### src/rtl/iob_clint_arb_pkg.sv
// rtl/iob_clint_arb_pkg.sv - shared state encodings and default sizes for the CLINT port arbiter
package iob_clint_arb_pkg;

    localparam int N_REQ_DEF  = 2;
    localparam int ADDR_W_DEF = 16;
    localparam int DATA_W_DEF = 32;

    typedef enum logic [1:0] {
        ST_IDLE    = 2'd0,
        ST_REQ     = 2'd1,
        ST_RD_WAIT = 2'd2
    } arb_state_e;

endpackage

### src/rtl/iob_rr_prio_enc.sv
// rtl/iob_rr_prio_enc.sv - round-robin priority encoder: first set request at or after ptr, wrapping
module iob_rr_prio_enc #(
    parameter int N = 2
) (
    input  logic [N-1:0]         req,
    input  logic [$clog2(N)-1:0] ptr,
    output logic [N-1:0]         gnt,
    output logic [$clog2(N)-1:0] idx,
    output logic                 valid
);

    localparam int PW = $clog2(N);

    logic [PW:0]   sum;
    logic [PW-1:0] cand;

    always_comb begin
        gnt   = '0;
        idx   = '0;
        valid = 1'b0;
        sum   = '0;
        cand  = '0;
        for (int i = 0; i < N; i++) begin
            sum = {1'b0, ptr} + (PW+1)'(i);
            if (sum >= (PW+1)'(N)) begin
                sum = sum - (PW+1)'(N);
            end
            cand = sum[PW-1:0];
            if (!valid && req[cand]) begin
                valid     = 1'b1;
                gnt[cand] = 1'b1;
                idx       = cand;
            end
        end
    end

endmodule

### src/rtl/iob_clint_arb.sv
// rtl/iob_clint_arb.sv - round-robin arbiter sharing one CLINT IOb slave port between N_REQ requesters
module iob_clint_arb
    import iob_clint_arb_pkg::*;
#(
    parameter int N_REQ  = N_REQ_DEF,
    parameter int ADDR_W = ADDR_W_DEF,
    parameter int DATA_W = DATA_W_DEF
) (
    input  logic                      clk_i,
    input  logic                      cke_i,
    input  logic                      rst_i,
    input  logic [N_REQ-1:0]          s_avalid_i,
    input  logic [N_REQ*ADDR_W-1:0]   s_addr_i,
    input  logic [N_REQ*DATA_W-1:0]   s_wdata_i,
    input  logic [N_REQ*DATA_W/8-1:0] s_wstrb_i,
    output logic [N_REQ-1:0]          s_ready_o,
    output logic [N_REQ-1:0]          s_rvalid_o,
    output logic [DATA_W-1:0]         s_rdata_o,
    output logic                      m_avalid_o,
    output logic [ADDR_W-1:0]         m_addr_o,
    output logic [DATA_W-1:0]         m_wdata_o,
    output logic [DATA_W/8-1:0]       m_wstrb_o,
    input  logic                      m_ready_i,
    input  logic                      m_rvalid_i,
    input  logic [DATA_W-1:0]         m_rdata_i,
    output logic [N_REQ-1:0]          grant_o
);

    localparam int PW = $clog2(N_REQ);
    localparam int SW = DATA_W / 8;

    arb_state_e       state_q, state_d;
    logic [N_REQ-1:0] grant_q, grant_d;
    logic [PW-1:0]    gidx_q, gidx_d;
    logic [PW-1:0]    ptr_q, ptr_d;

    logic [N_REQ-1:0] enc_gnt;
    logic [PW-1:0]    enc_idx;
    logic             enc_valid;

    logic              sel_avalid;
    logic [ADDR_W-1:0] sel_addr;
    logic [DATA_W-1:0] sel_wdata;
    logic [SW-1:0]     sel_wstrb;

    iob_rr_prio_enc #(.N(N_REQ)) u_prio (
        .req   (s_avalid_i),
        .ptr   (ptr_q),
        .gnt   (enc_gnt),
        .idx   (enc_idx),
        .valid (enc_valid)
    );

    // Request mux for the current owner, selected by the latched grant index.
    always_comb begin
        sel_avalid = 1'b0;
        sel_addr   = '0;
        sel_wdata  = '0;
        sel_wstrb  = '0;
        for (int r = 0; r < N_REQ; r++) begin
            if (gidx_q == PW'(r)) begin
                sel_avalid = s_avalid_i[r];
                sel_addr   = s_addr_i[r*ADDR_W +: ADDR_W];
                sel_wdata  = s_wdata_i[r*DATA_W +: DATA_W];
                sel_wstrb  = s_wstrb_i[r*SW +: SW];
            end
        end
    end

    always_comb begin
        state_d    = state_q;
        grant_d    = grant_q;
        gidx_d     = gidx_q;
        ptr_d      = ptr_q;
        m_avalid_o = 1'b0;
        m_addr_o   = '0;
        m_wdata_o  = '0;
        m_wstrb_o  = '0;
        s_ready_o  = '0;
        s_rvalid_o = '0;
        case (state_q)
            ST_IDLE: begin
                if (enc_valid) begin
                    grant_d = enc_gnt;
                    gidx_d  = enc_idx;
                    state_d = ST_REQ;
                end
            end
            ST_REQ: begin
                m_addr_o  = sel_addr;
                m_wdata_o = sel_wdata;
                m_wstrb_o = sel_wstrb;
                if (!sel_avalid) begin
                    // Owner withdrew before accept: drop the slot, keep the pointer.
                    state_d = ST_IDLE;
                    grant_d = '0;
                end else begin
                    m_avalid_o = 1'b1;
                    s_ready_o  = grant_q & {N_REQ{m_ready_i}};
                    if (m_ready_i) begin
                        ptr_d = (gidx_q == PW'(N_REQ-1)) ? '0 : gidx_q + 1'b1;
                        if (|sel_wstrb) begin
                            state_d = ST_IDLE;
                            grant_d = '0;
                        end else begin
                            state_d = ST_RD_WAIT;
                        end
                    end
                end
            end
            ST_RD_WAIT: begin
                if (m_rvalid_i) begin
                    s_rvalid_o = grant_q;
                    state_d    = ST_IDLE;
                    grant_d    = '0;
                end
            end
            default: begin
                state_d = ST_IDLE;
                grant_d = '0;
            end
        endcase
    end

    always_ff @(posedge clk_i) begin
        if (rst_i) begin
            state_q <= ST_IDLE;
            grant_q <= '0;
            gidx_q  <= '0;
            ptr_q   <= '0;
        end else if (cke_i) begin
            state_q <= state_d;
            grant_q <= grant_d;
            gidx_q  <= gidx_d;
            ptr_q   <= ptr_d;
        end
    end

    assign s_rdata_o = m_rdata_i;
    assign grant_o   = grant_q;

endmodule

### config.mk
export PLATFORM = sky130hd
export DESIGN_NAME = iob_clint_arb
export DESIGN_NICKNAME = d
export VERILOG_FILES = /design/src/rtl/iob_clint_arb_pkg.sv /design/src/rtl/iob_rr_prio_enc.sv /design/src/rtl/iob_clint_arb.sv
export SDC_FILE = /design/constraint.sdc
export NUM_CORES = 1
export LEC_CHECK = 0
export CAP_MARGIN = 40
export CELL_PAD_IN_SITES_DETAIL_PLACEMENT = 1
export CELL_PAD_IN_SITES_GLOBAL_PLACEMENT = 2
export CORE_MARGIN = 2
export CORE_UTILIZATION = 10
export CTS_CLUSTER_SIZE = 8
export DETAILED_ROUTE_END_ITERATION = 7
export GPL_TIMING_DRIVEN = 0
export PLACE_DENSITY = 0.95
export SETUP_SLACK_MARGIN = 0.05
export SLEW_MARGIN = 20
export SYNTH_ARGS = -nofsm -noshare
export SYNTH_HDL_FRONTEND = slang
export SYNTH_SLANG_ARGS = --single-unit
### constraint.sdc
create_clock -name clk_i -period 3.16 [get_ports clk_i]
set_input_delay 0.79 -clock clk_i [delete_from_list [all_inputs] [get_ports clk_i]]
set_output_delay 0.79 -clock clk_i [all_outputs]
set_load 0.005 [all_outputs]
# Word-level counts from Yosys, hierarchy flattened
# Cells that the tools add are included.
dict set report word_totals {
  output_inout_bits 91
  register_bits 6
}
dict set report classes {
  order_cmp 6
  n_reduce_logical 10
  muxes 41
  n_addsub 4
  bitwise 2
  eq_ne 6
}
# op n
set ops {}
lappend ops {{32-bit two-way mux} 2}
lappend ops {{16-bit two-way mux} 2}
lappend ops {{2-bit two-way mux} 15}
lappend ops {{1-bit two-way mux} 16}
lappend ops {{2-bit one-hot mux with 3 select lines} 2}
lappend ops {{4-bit two-way mux} 2}
lappend ops {{4-bit AND reduction} 2}
lappend ops {{3-bit inequality test, second input constant} 2}
lappend ops {{5-bit AND reduction} 1}
lappend ops {{1-bit by 2-bit < comparator with 1-bit output, second input constant} 2}
lappend ops {{2-bit inequality test, second input constant} 2}
lappend ops {{4-bit OR reduction} 1}
lappend ops {{1-bit logical AND} 3}
lappend ops {{3-bit AND reduction} 1}
lappend ops {{1-bit by 1-bit adder with 2-bit output, second input constant} 1}
lappend ops {{2-bit bitwise AND} 1}
lappend ops {{1-bit demux with 1-bit select} 2}
lappend ops {{2-bit by 1-bit equality test with 1-bit output, second input constant} 1}
lappend ops {{2-bit equality test, second input constant} 1}
lappend ops {{1-bit >= comparator, second input constant} 2}
lappend ops {{1-bit by 2-bit >= comparator with 1-bit output, second input constant} 1}
lappend ops {{2-bit >= comparator, second input constant} 1}
lappend ops {{2-bit zero test} 1}
lappend ops {{2-bit OR} 1}
lappend ops {{3 further kinds} 4}

# Logic depth before layout (Yosys ltp)
# Gate-level depths: netlist of run 1.
dict set report depth {
  ltp_word 11
  mapped_depth 6
  depth_no_buf 5
}

# Modules after synthesis
# From an unflattened synthesis of run 1, not the netlist that was laid out.
dict set report unflattened {
  hier_cells 192
  hier_area_um2 1401.3
}
# module n_inst cells_per_inst area_each_um2
set modules_own_cells {}
lappend modules_own_cells {iob_clint_arb 1 187 1368.8}
lappend modules_own_cells {iob_rr_prio_enc 1 5 32.5}

# Worst setup path before layout of run 1
# No wires, ideal clock.
dict set report synth_timing {
  path_kind {input -> output}
  startpoint {input port s_avalid_i[1]}
  endpoint {output port s_ready_o[0]}
  n_path_buf 0
  required_ps 2370
  slack_ps 1021
  arrival_time_ps 1349
  cell_stages 4
  path_cell_list {mux2i_1 or2_4 inv_2 and3_1}
}
dict set report synth_via {
  elab_chain_len 3
}
# element line_no
set synth_rtl {}
lappend synth_rtl {{from (decl)} iob_clint_arb.sv:12} ;# input logic [N_REQ-1:0] s_avalid_i,
lappend synth_rtl {{1-bit two-way mux} iob_clint_arb.sv:61} ;# if (gidx_q == PW'(r)) begin
lappend synth_rtl {{2-bit two-way mux} iob_clint_arb.sv:93} ;# if (!sel_avalid) begin
lappend synth_rtl {{2-bit two-way mux} iob_clint_arb.sv:81} ;# case (state_q)
lappend synth_rtl {{to (decl)} iob_clint_arb.sv:16} ;# output logic [N_REQ-1:0] s_ready_o,
# Every way passes these cells.

# Final worst setup path of run 1
dict set report layout_timing {
  startpoint {input port s_avalid_i[1]}
  endpoint {output port s_ready_o[1]}
}
# The elaborated chain is that of the path after synthesis.

==> out/summary.txt, run 1 <==
status = completed
CTS max path bufs = 2
Hold-fix buffers, CTS = 0
buffers plus inverters on the worst setup path = 3
Synth cell types = 29
crit path from = s_avalid_i[1]
Placed Cells = 571
register area = 120 um2
CTS tree = done
Pwr Density = 205 nW/um2
global-route wire length before repair = 10,700 um
cells after synthesis = 194
Slew Viols, Final = 0
Chip Width = 121 um
Tcrit/Tclk final = 94.6%
Final GP Congestion = 0.740
synthesized area = 1380 um2
post-CTS setup buffers = 0
Final min period = 2.99 ns
Multi-input gate area = 945 um2
worst reg2reg setup slack = 1.46 ns
WL final = 7430 um
CP Capture Type = output port
setup violators final = 0
grt ovf = 0
initial antenna violation count = 0
top-area cell type share of the netlist area = 39.2%
post-DP HPWL = 6500 um
ant diodes = 0
syn_area_per_cell = 7.11 um2
die area = 14,800 um2
Max VDD drop = 0.171 mV
Syn-to-layout area delta = 167%
FILL cells = 1,612
initial core utilization = 10.3%
Vias = 2,166
CP max stage cell = clkdlybuf4s50_1
GR Util All Layers = 8.85%
Finished Core Util = 27.6%
Critical Path Sink = s_ready_o[1]
WHS = 0.486 ns
CP top delay family = buffers and inverters
vias in the first global route = 2,261
Die Ht = 121 um
final std cells w/o fill = 574
Worst setup SP type = input pin
FP Rows = 42
WP depth = 6
Clock Latency Late Sink = 0.23 ns
clk sinks = 6
H-tree Lvls = 1
Detail Route Antenna Nets = 0
Worst-Margin Slew = 0.457 ns
Setup CP Type = input pin to output port
leak pwr = 1.39 nW
worst r2r src = gidx_q
Fmax = 334 MHz
routed wire length per instance = 12.9 um
Root Driver = clkbuf_16
Max Cap Viol = 0
Residual DRC = 0
WP data required = 2.37 ns
Placeable Area = 13,300 um2
share of cells above drive strength 1 = 11.8%
Num CTS Buffers = 3
clock skew = 0.00148 ns
DR iter-0 viols = 16
total power = 0.757 mW
Worst-path clk slew = 0.03 ns
worst-path cell chain = dlygate4sd2_1 -> mux2i_2 -> or2_4 -> inv_2 -> and3_1 -> clkdlybuf4s50_1
worst-path maximum fanout = 5
Slew HR = 69.5%
final hold vios = 0
drt pass-1 iters = 4
pre-CTS WS = -0.109 ns
fin nets = 543
Via density = 3.77
cell taking the most area after synthesis = mux2i_1
register area share after synthesis = 8.70%
largest net degree at the start of global routing = 11
worst hold path class = flip-flop to flip-flop
RSZ-0062 raised after global routing = no
Yosys Warn Count = 0
Critical R2R Capture = state_q[1]
max incr delay on CP = 0.49 ns
reg2reg path depth = 5
Setup WS post-layout = 0.169 ns
Port Buf Inserts = 201
WP data arrival = 2.20 ns
num ports = 234
Synth Register Bits = 6
net count of the mapped netlist = 337
top post-synthesis cells by area = mux2i_1, buf_4, nor2_1, dfxtp_1, and3_1
[worst min path at each step]
stage | startpoint | endpoint | cells after the start
floorplan | state_q[1] | state_q[1] | 2
global placement | state_q[1] | state_q[1] | 2
detailed placement | state_q[1] | state_q[1] | 2
CTS | state_q[1] | state_q[1] | 2
global route | state_q[1] | state_q[1] | 2
finish | state_q[1] | state_q[1] | 2
[cell type report]
type                    instances  share of cell area, %
repair buffers                201                   54.5
multi-input cells             137                   25.6
well taps                     176                   5.97
plain buffers                  44                   7.97
inverters                       7                  0.712
clock buffers                   3                   2.03
flip-flops and latches          6                   3.26
[worst register-to-register path: cells and delay by family (launching register included)]
family,cells,cell delay [ns]
buffers and inverters,2,0.42
flip-flops,1,0.30
AND/OR/NAND/NOR,1,0.53
AO/OA/AOI/OAI,2,0.37
[cells in the final DEF (no fill, tap or decap), types with 3 or more instances in the layout]
| cell | instances |
|---|---|
| inv_1 | 6 |
| and3_1 | 5 |
| buf_2 | 6 |
| nand2_1 | 3 |
| dfxtp_1 | 6 |
| nor2_1 | 54 |
| mux2i_1 | 53 |
| clkbuf_1 | 5 |
| clkdlybuf4s50_1 | 199 |
| clkbuf_16 | 3 |
| buf_4 | 32 |
[flip-flops by register name (all words and copies together) (netlist names)]
signal   count
grant_o      2
state_q      2
gidx_q       1
ptr_q        1
[routing by layer]
layer	track usage, %	share of wire, %	vias to the layer above
met3	2.11	11	10
li1	-	-	1030
met5	0	0	-
met4	1.94	1.4	0
met2	17.2	50	141
met1	9.55	38	985
[cell usage after synthesis]
cell type and n:
o2bb2ai_1 1, dfxtp_1 6, nor4_1 1, nand4_1 1
a21boi_0 1, a211oi_2 1, nor3_1 1, inv_2 1
o211a_2 1, o21ai_1 1, a21oi_1 1, mux2i_1 54
and3_1 5, o2111ai_1 1, or4_1 2, a31o_1 1
a221oi_1 1, nor2_1 54, buf_2 6, o21ai_0 1
nand2b_1 1, buf_4 32, inv_1 6, a211oi_1 2
or2_1 1, or2_4 1, nor2b_1 1, clkbuf_1 6
nand2_1 3
[cell families after synthesis]
| kind of cell | after synthesis | synth area share, % |
|---|---|---|
| AOI/OAI and AO/OA | 12 | 6.89 |
| buffers and inverters | 51 | 23.1 |
| DFF | 6 | 8.70 |
| muxes | 54 | 39.2 |
| and+or+nand+nor | 71 | 22.1 |
[per-stage QoR]
step | area, um2 | TNS, ns
after global routing | 3690 | 0
after floorplan | 1380 | 0
final | 3690 | 0
after detailed placement | 3610 | -0.215
after global placement | 3610 | -0.168
after CTS | 3690 | 0
[timing repair]
item | 4_1_cts | 5_1_grt
pin swaps | 0 | 0
endpoints found under the setup margin | 3 | 50
resized for setup | 3 | 2
[power by group]
part           total (mW)  switching (mW)  leakage (nW)  internal [mW]
Combinational       0.466           0.156          1.31          0.310
Sequential         0.0851         0.00369        0.0492         0.0814
Clock               0.205          0.0427        0.0370          0.162
Note: power is estimated with default switching activity, not from simulation.
==> inputs of run 2 (changes only) <==
--- a/config.mk
+++ b/config.mk
@@ -8,6 +8,7 @@
 export CAP_MARGIN = 40
 export CELL_PAD_IN_SITES_DETAIL_PLACEMENT = 1
 export CELL_PAD_IN_SITES_GLOBAL_PLACEMENT = 2
+export CORE_ASPECT_RATIO = 1.75
 export CORE_MARGIN = 2
 export CORE_UTILIZATION = 10
 export CTS_CLUSTER_SIZE = 8
==> out/summary.txt, run 2 (synthesis results as in run 1) <==
status = completed
CP max stage cell = clkdlybuf4s50_1
share of cells above drive strength 1 = 11.8% (-0.030 points)
Port Buf Inserts = 201 (unchanged)
buffers plus inverters on the worst setup path = 3 (unchanged)
Worst Hold Path Cells = 2 (unchanged)
Syn-to-layout area delta = 167% (about the same)
Root Driver = clkbuf_16
Pwr Density = 208 nW/um2 (+1.5%)
fin nets = 544 (+0.18%)
Residual DRC = 0 (unchanged)
CTS tree = done
Placeable Area = 13,500 um2 (+0.79%)
Critical R2R Capture = state_q[1]
met2 WL = 4910 um (+31%)
WP depth = 6 (unchanged)
most common cell after layout, fill and taps aside = clkdlybuf4s50_1
num ports = 234 (unchanged)
clk sinks = 6 (unchanged)
final hold vios = 0 (unchanged)
top sig layer = met4
drt pass-1 iters = 4 (unchanged)
H-tree Lvls = 1 (unchanged)
Chip Width = 92.8 um (-24%)
post-DP HPWL = 7170 um (+10%)
CTS max path bufs = 2 (unchanged)
CP top delay family = buffers and inverters
largest net degree at the start of global routing = 11 (unchanged)
global-route wire length before repair = 12,000 um (+12%)
leak pwr = 1.40 nW (+0.27%)
worst reg2reg setup slack = 1.40 ns (-0.06 ns)
routed wire length per instance = 14.3 um (+10%)
CP Capture Type = output port
initial core utilization = 10.3% (-0.081 points)
worst hold path class = flip-flop to flip-flop
FILL cells = 1,609 (-0.19%)
WL final = 8190 um (+10%)
Via density = 3.83 (+1.5%)
Slew HR = 68.4% (-1.2 points)
Max Cap Viol = 0 (unchanged)
WP data required = 2.37 ns (about the same)
WP data arrival = 2.19 ns (about the same)
reg2reg path depth = 6 (+1)
worst-path maximum fanout = 5 (unchanged)
Num CTS Buffers = 3 (unchanged)
DR WL met3 = 871 um (+8.1%)
M1 wire length = 2320 um (-17%)
worst-path cell chain = dlygate4sd2_1 -> mux2i_1 -> or2_4 -> inv_2 -> and3_1 -> clkdlybuf4s50_1
Slew Viols, Final = 0 (unchanged)
Tcrit/Tclk final = 94.4% (-0.22 points)
Fmax = 335 MHz (+0.23%)
RSZ-0062 raised after global routing = no
Worst-Margin Slew = 0.475 ns (+0.0177 ns)
Final GP Congestion = 0.793 (+7.1%)
die area = 14,800 um2 (+0.25%)
FP Rows = 56 (+33%)
Detail Route Antenna Nets = 0 (unchanged)
Clock Latency Late Sink = 0.23 ns (about the same)
Max VDD drop = 0.0737 mV (-57%)
vias in the first global route = 2,461 (+8.8%)
ant diodes = 0 (unchanged)
Finished Core Util = 27.4% (-0.21 points)
DR iter-0 viols = 33 (+17)
crit path from = s_avalid_i[1]
worst r2r src = gidx_q
initial antenna violation count = 0 (unchanged)
final instance area = 3690 um2 (about the same)
Hold-fix buffers, CTS = 0 (unchanged)
max incr delay on CP = 0.49 ns (about the same)
Worst-path clk slew = 0.03 ns (about the same)
GR Util All Layers = 10.2% (+1.4 points)
Worst setup SP type = input pin
dpl cell area = 3610 um2 (about the same)
clock skew = 0.00299 ns (+0.00152 ns)
commonest non-fill, non-tap cells in the layout = clkdlybuf4s50_1, mux2i_1, nor2_1
Vias = 2,194 (+1.3%)
Final min period = 2.98 ns (-0.00694 ns)
grt ovf = 0 (unchanged)
Critical Path Sink = s_ready_o[1]
Setup CP Type = input pin to output port
Die Ht = 159 um (+31%)
setup violators final = 0 (unchanged)
[run 2: worst min path at each step]
stage	from	endpoint	slack, ns
finish	state_q[1]	state_q[1]	0.49
global route	state_q[1]	state_q[1]	0.52
CTS	grant_o[1]	grant_o[1]	0.50
detailed placement	grant_o[0]	grant_o[0]	0.49
global placement	grant_o[0]	grant_o[0]	0.47
floorplan	state_q[1]	state_q[1]	0.45
[run 2: cell type report]
cell class | instances | area, um2 | area share [%]
Inverter | 7 | 26.3 | 0.712
Multi-Input combinational cell | 137 | 941 | 25.5
Clock buffer | 3 | 75.1 | 2.03
Tap cell | 174 | 218 | 5.90
Buffer | 44 | 294 | 7.97
Sequential cell | 6 | 120 | 3.25
Timing Repair Buffer | 202 | 2020 | 54.6
[run 2: worst register-to-register path, stage by stage (launching register included)]
cell and delay (ns):
dfxtp_1 0.29, buf_2 0.26, mux2i_1 0.15, buf_4 0.15, or4_1 0.46, o211a_2 0.18
a211oi_2 0.18
[run 2: layer usage]
layer	up-vias	GRT usage, %
li1	1033	-
met1	976	7.78
met2	178	23.6
met3	7	2.08
met4	0	2.07
met5	-	0
[run 2: where the power goes]
part	internal, mW	switching [mW]	leakage, nW
logic	0.311	0.163	1.31
clock network	0.163	0.0459	0.0370
registers	0.0814	0.00364	0.0492
[run 2: what timing repair did]
action	4_1_cts	5_1_grt
setup buffers	1	0
endpoints found under the setup margin	15	0
resized for setup	3	0
[run 2: stage by stage]
step / TNS (ns) / setup slack (ns) / cells / total power [mW] / hold WS [ns]
final: 0 / 0.176 / 573 / 0.768 / 0.492
after global routing: 0 / 0.103 / 573 / 0.814 / 0.524
after CTS: 0 / 0.174 / 573 / 0.782 / 0.498
after detailed placement: -0.233 / -0.119 / 569 / 0.568 / 0.485
after global placement: -0.214 / -0.109 / 569 / 0.558 / 0.475
after floorplan: 0 / 1.02 / 194 / 0.264 / 0.451
